## config.mk

```make
export PLATFORM = sky130hd
export DESIGN_NAME = dispatch_buffer
export DESIGN_NICKNAME = d
export VERILOG_FILES = /design/src/rtl/dispatch_buffer.sv
export SDC_FILE = /design/constraint.sdc
export NUM_CORES = 1
export LEC_CHECK = 0
export CAP_MARGIN = 20
export CORE_ASPECT_RATIO = 0.7
export CORE_MARGIN = 5
export CORE_UTILIZATION = 55
export CTS_CLUSTER_DIAMETER = 60
export DETAILED_ROUTE_END_ITERATION = 10
export PLACE_DENSITY = 0.76
export RECOVER_POWER = 100
export SETUP_SLACK_MARGIN = 0.3
export SYNTH_ARGS = -nofsm -noshare
export SYNTH_HDL_FRONTEND = slang
export SYNTH_SLANG_ARGS = --single-unit
```

## constraint.sdc

```tcl
create_clock -name clk -period 12.9 [get_ports clk]
set_input_delay 2.58 -clock clk [delete_from_list [all_inputs] [get_ports clk]]
set_output_delay 2.58 -clock clk [all_outputs]
set_load 0.01 [all_outputs]
```

## src/rtl/dispatch_buffer.sv

```systemverilog
// Consumer end of the decode->dispatch interface: an in-order FIFO of dispatchable
// instructions with a valid/ready output, HALT intake freeze and a synchronous flush.
module dispatch_buffer #(
  parameter int DEPTH  = 8,
  parameter int PTR_W  = 3,
  parameter int INST_W = 32
) (
  input  logic              clk,
  input  logic              rst_n,
  input  logic              flush,
  input  logic              dec_valid,
  output logic              dec_ready,
  input  logic [5:0]        dec_opcode,
  input  logic [INST_W-1:0] dec_inst,
  input  logic              dec_writeRd,
  input  logic              dec_RegDest,
  input  logic              dec_isDispatch,
  input  logic              dec_mem_wen,
  output logic              dsp_valid,
  input  logic              dsp_ready,
  output logic [5:0]        dsp_opcode,
  output logic [INST_W-1:0] dsp_inst,
  output logic              dsp_writeRd,
  output logic              dsp_RegDest,
  output logic              dsp_mem_wen,
  output logic [PTR_W:0]    count,
  output logic [PTR_W:0]    store_count,
  output logic              halted
);

  localparam logic [0:0]       ST_RUN    = 1'b0;
  localparam logic [0:0]       ST_HALTED = 1'b1;
  localparam logic [5:0]       OP_HALT   = 6'b110001;
  localparam logic [PTR_W:0]   FULL      = (PTR_W+1)'(DEPTH);
  localparam logic [PTR_W-1:0] PTR_ONE   = PTR_W'(1);
  localparam logic [PTR_W:0]   CNT_ONE   = (PTR_W+1)'(1);

  logic [5:0]        op_mem   [DEPTH];
  logic [INST_W-1:0] inst_mem [DEPTH];
  logic [2:0]        ctl_mem  [DEPTH];  // {writeRd, RegDest, mem_wen}

  logic [PTR_W-1:0] wr_ptr_q, wr_ptr_d;
  logic [PTR_W-1:0] rd_ptr_q, rd_ptr_d;
  logic [PTR_W:0]   count_q, count_d;
  logic [PTR_W:0]   store_q, store_d;
  logic [0:0]       state_q, state_d;

  logic enq;
  logic deq;
  logic st_inc;
  logic st_dec;

  assign dec_ready = (state_q == ST_RUN) && (count_q != FULL) && !flush;
  assign enq       = dec_valid && dec_ready && dec_isDispatch;
  // A flush discards any same-cycle dequeue along with everything else.
  assign deq       = dsp_valid && dsp_ready && !flush;
  assign st_inc    = enq && dec_mem_wen;
  assign st_dec    = deq && ctl_mem[rd_ptr_q][0];

  always_comb begin
    wr_ptr_d = wr_ptr_q;
    rd_ptr_d = rd_ptr_q;
    count_d  = count_q;
    store_d  = store_q;
    state_d  = state_q;
    if (flush) begin
      wr_ptr_d = '0;
      rd_ptr_d = '0;
      count_d  = '0;
      store_d  = '0;
      state_d  = ST_RUN;
    end else begin
      if (enq) wr_ptr_d = wr_ptr_q + PTR_ONE;
      if (deq) rd_ptr_d = rd_ptr_q + PTR_ONE;
      case ({enq, deq})
        2'b10:   count_d = count_q + CNT_ONE;
        2'b01:   count_d = count_q - CNT_ONE;
        default: count_d = count_q;
      endcase
      case ({st_inc, st_dec})
        2'b10:   store_d = store_q + CNT_ONE;
        2'b01:   store_d = store_q - CNT_ONE;
        default: store_d = store_q;
      endcase
      if (enq && (dec_opcode == OP_HALT)) state_d = ST_HALTED;
    end
  end

  always_ff @(posedge clk or negedge rst_n) begin
    if (!rst_n) begin
      wr_ptr_q <= '0;
      rd_ptr_q <= '0;
      count_q  <= '0;
      store_q  <= '0;
      state_q  <= ST_RUN;
    end else begin
      wr_ptr_q <= wr_ptr_d;
      rd_ptr_q <= rd_ptr_d;
      count_q  <= count_d;
      store_q  <= store_d;
      state_q  <= state_d;
    end
  end

  // Storage needs no reset: dsp_* outputs are masked to zero whenever the FIFO is empty.
  always_ff @(posedge clk) begin
    if (enq) begin
      op_mem[wr_ptr_q]   <= dec_opcode;
      inst_mem[wr_ptr_q] <= dec_inst;
      ctl_mem[wr_ptr_q]  <= {dec_writeRd, dec_RegDest, dec_mem_wen};
    end
  end

  assign dsp_valid   = (count_q != '0);
  assign dsp_opcode  = dsp_valid ? op_mem[rd_ptr_q]      : '0;
  assign dsp_inst    = dsp_valid ? inst_mem[rd_ptr_q]    : '0;
  assign dsp_writeRd = dsp_valid && ctl_mem[rd_ptr_q][2];
  assign dsp_RegDest = dsp_valid && ctl_mem[rd_ptr_q][1];
  assign dsp_mem_wen = dsp_valid && ctl_mem[rd_ptr_q][0];
  assign count       = count_q;
  assign store_count = store_q;
  assign halted      = (state_q == ST_HALTED);

endmodule
```

==> impl_metrics.tcl <==
set metrics [dict create \
    crit_cells 5 \
    worstPathCellList "buf_4 -> mux4_2 -> mux2i_1 -> nor2_1 -> dlygate4sd3_1" \
    routed-via-count 6560 \
    rsz0062_at_grt "false" \
    htree_num_levels 1 \
    rows 47 \
    worst-endpoint-required_ns 10.32 \
    synth_seq_cells 343 \
    place_ws_ns 5.91 \
    vdd_ir_drop_max_mv 0.163 \
    worst_path_largest_cell_delay_ns 1.99 \
    cts_buffers 31 \
    synthesis.nets 694 \
    hp-start "halted" \
    grt_start_max_net_pins 49 \
    post_route_cells_drive_above_1_share_pct 17.1 \
    number_of_drc_violations_after_detailed_routing_iteration_0 627 \
    grt_first_pass_wirelength_mm 41.3 \
    wl_per_cell_um 24.8 \
    synth.yosys.seq_area_share_pct 75.9 \
    met2_track_utilization_from_global_routing_pct 32.8 \
    critical_path.max_fanout 48 \
    fmaxAchievable_ghz 0.130 \
    global_route.peak_usage_layer "met2" \
    synthesis.yosys.warnings 0 \
    setup_violating_endpoint_count_in_the_final_report 0 \
    io_buffers 98 \
    report.power.total_mw 2.95 \
    final_common_cell "sky130_fd_sc_hd__edfxtp_1" \
    static-leakage-power_nw 5.01 \
    critPathKind "register to primary output" \
    io_pins 99 \
    tritoncts_clock_tree "done" \
    setup_slack_ns 5.23 \
    worst-path-buf-inv 2 \
    design.die.area_um2 27800 \
    starting_density_of_the_core_pct 56.4 \
    timing.hold.worst_endpoint "halted" \
    worst_hold_path_type "register to register" \
    depth_of_the_worst_hold_timing_path 2 \
    final.hold.worst_slack_ns 0.608 \
    setup-tns-final_ns 0 \
    antenna_found_initial 3 \
    wl_mm 27.2 \
    synth.lib_cells_used.distinct 46 \
    cp_top_delay_family "flip-flops" \
    layout.nets 809 \
    post_cts_setup_buffer_count 0 \
    drc 0 \
    timing.rr.end "store_count[3]" \
    tightest_slew_ns 2.44 \
    grt_use_met1_pct 28.4 \
    ff2ff_path_depth 10 \
    vias_in_the_first_global_route 6885 \
    final-hold-violation-count 0 \
    clockRootBuffer "sky130_fd_sc_hd__clkbuf_16" \
    hpwl_mm 15.7 \
    postSynthAreaPerCell_um2 21.0 \
    critical_path.reg2reg.startpoint "rd_ptr_q[0]" \
    final_cell_mix "328 x sky130_fd_sc_hd__edfxtp_1, 94 x sky130_fd_sc_hd__dlygate4sd3_1, 80 x sky130_fd_sc_hd__mux4_2" \
    dominantRegCellSynth "sky130_fd_sc_hd__edfxtp_1" \
    global_route.usage.total_pct 19.7 \
    maxSlewHeadroom_pct -62.5 \
    drv_cap 12 \
    timing.final.crit_period_ns 7.67 \
    syn2layout_area_growth_pct 16.8 \
    die_width_um 197 \
    crit_path_end_kind "primary output" \
    critical_path_arrival_ns 5.09 \
    post_cts_resize_count 0 \
    run_status "finished with violations" \
    setup.worst_path.start_class "register" \
    core_um2 23900 \
    clock-skew-final_ns 0.0140 \
    clock_sinks 343 \
    path_clk_slew_ns 0.06 \
    finalCoreUtilization_pct 65.9 \
    post_synthesis_instance_total 641 \
    globalRouteOverflowTotal 0 \
    height_of_the_die_um 141 \
    synth_enable_flop_cells 328 \
    grt_use_met3_pct 3.48 \
    violations "max-capacitance violations, max-slew violations" \
    finalMaxSlewViolations 289 \
    synth_async_sr_flop_share_pct 4.37 \
    drt.antenna.violating_nets 0 \
    finalCritPeriodShare_pct 59.4 \
    holdBufCountCts 0 \
    mappedNetlistArea_um2 13500 \
    standard_cell_with_the_maximum_stage_delay_on_the_critical_path "sky130_fd_sc_hd__dfrtp_1" \
    route.detailed.vias_per_inst 5.98 \
    r2r_slack_ns 7.32 \
    power_density_nw_per_um2 187 \
    clockBufferDepth 3 \
    place.gp.congestion 0.788 \
    clk_lat_worst_skew_ns 0.54 \
    firstDrtPassIters 4 \
]
[registers in the layout, summed over array words and instances (netlist names)]
register / count
count: 4
ctl_mem: 24
halted: 1
inst_mem: 256
op_mem: 48
rd_ptr_q: 3
store_count: 4
wr_ptr_q: 3
[stage by stage]
step           instances  instance area (um2)
5_1_grt             1096                15700
2_1_floorplan        641                13500
6_report            1097                15700
3_3_place_gp        1041                14900
4_1_cts             1096                15900
3_5_place_dp        1041                14900
[routing by layer]
layer	routed length, um	vias to the layer above	share of wire (%)
met4	373	4	1.4
met3	1580	33	5.8
met1	11600	3462	43
li1	-	2859	-
met2	13600	202	50
met5	26	-	0.095
[cells by family after synthesis]
kind of cell / Yosys count / share of synthesized area (%)
flip-flops: 343 / 75.9
AND/OR/NAND/NOR: 97 / 3.37
AO/OA/AOI/OAI: 23 / 1.41
XOR/XNOR: 10 / 0.650
multiplexers: 128 / 17.0
buffers and inverters: 34 / 1.11
adder cells (fa/ha/maj): 6 / 0.557
[worst max path at each step]
stage                     start       endpoint
floorplan                 flush  ctl_mem[0][0]
global placement          flush      dec_ready
detailed placement        flush      dec_ready
CTS                       flush      dec_ready
global route        rd_ptr_q[0]    dsp_mem_wen
finish              rd_ptr_q[0]   dsp_inst[18]
[power by group]
group / total, mW / internal, mW / switching, mW
clock network: 0.871 / 0.496 / 0.376
registers: 1.31 / 1.24 / 0.0672
logic: 0.769 / 0.403 / 0.366
total: 2.95 / 2.14 / 0.809
[tightest hold or removal path, delay by kind of cell, from the launching register on]
family	cells	cell delay, ns
AOI/OAI and AO/OA	1	0.08
DFF	1	0.41
and+or+nand+nor	1	0.08
[cell usage after synthesis, drive strengths merged (5+ instances only)]
cell type | count | share of area (%)
nand2b | 5 | 0.29
xor2 | 7 | 0.46
mux4 | 80 | 13
mux2i | 45 | 3.3
dfrtp | 15 | 2.8
ha | 6 | 0.56
nor2 | 60 | 1.7
nor2b | 5 | 0.23
clkbuf | 16 | 0.45
nand2 | 11 | 0.31
edfxtp | 328 | 73
buf | 17 | 0.63
[final cells by class]
cell class | count | area (um2)
Antenna cell | 1 | 2.50
Clock buffer | 34 | 787
Clock inverter | 21 | 171
Fill cell | 1607 | 8150
Inverter | 1 | 3.75
Multi-Input combinational cell | 264 | 3080
Sequential cell | 343 | 10200
Tap cell | 318 | 398
Timing Repair Buffer | 115 | 1060
(Power assumes the default switching activity.)
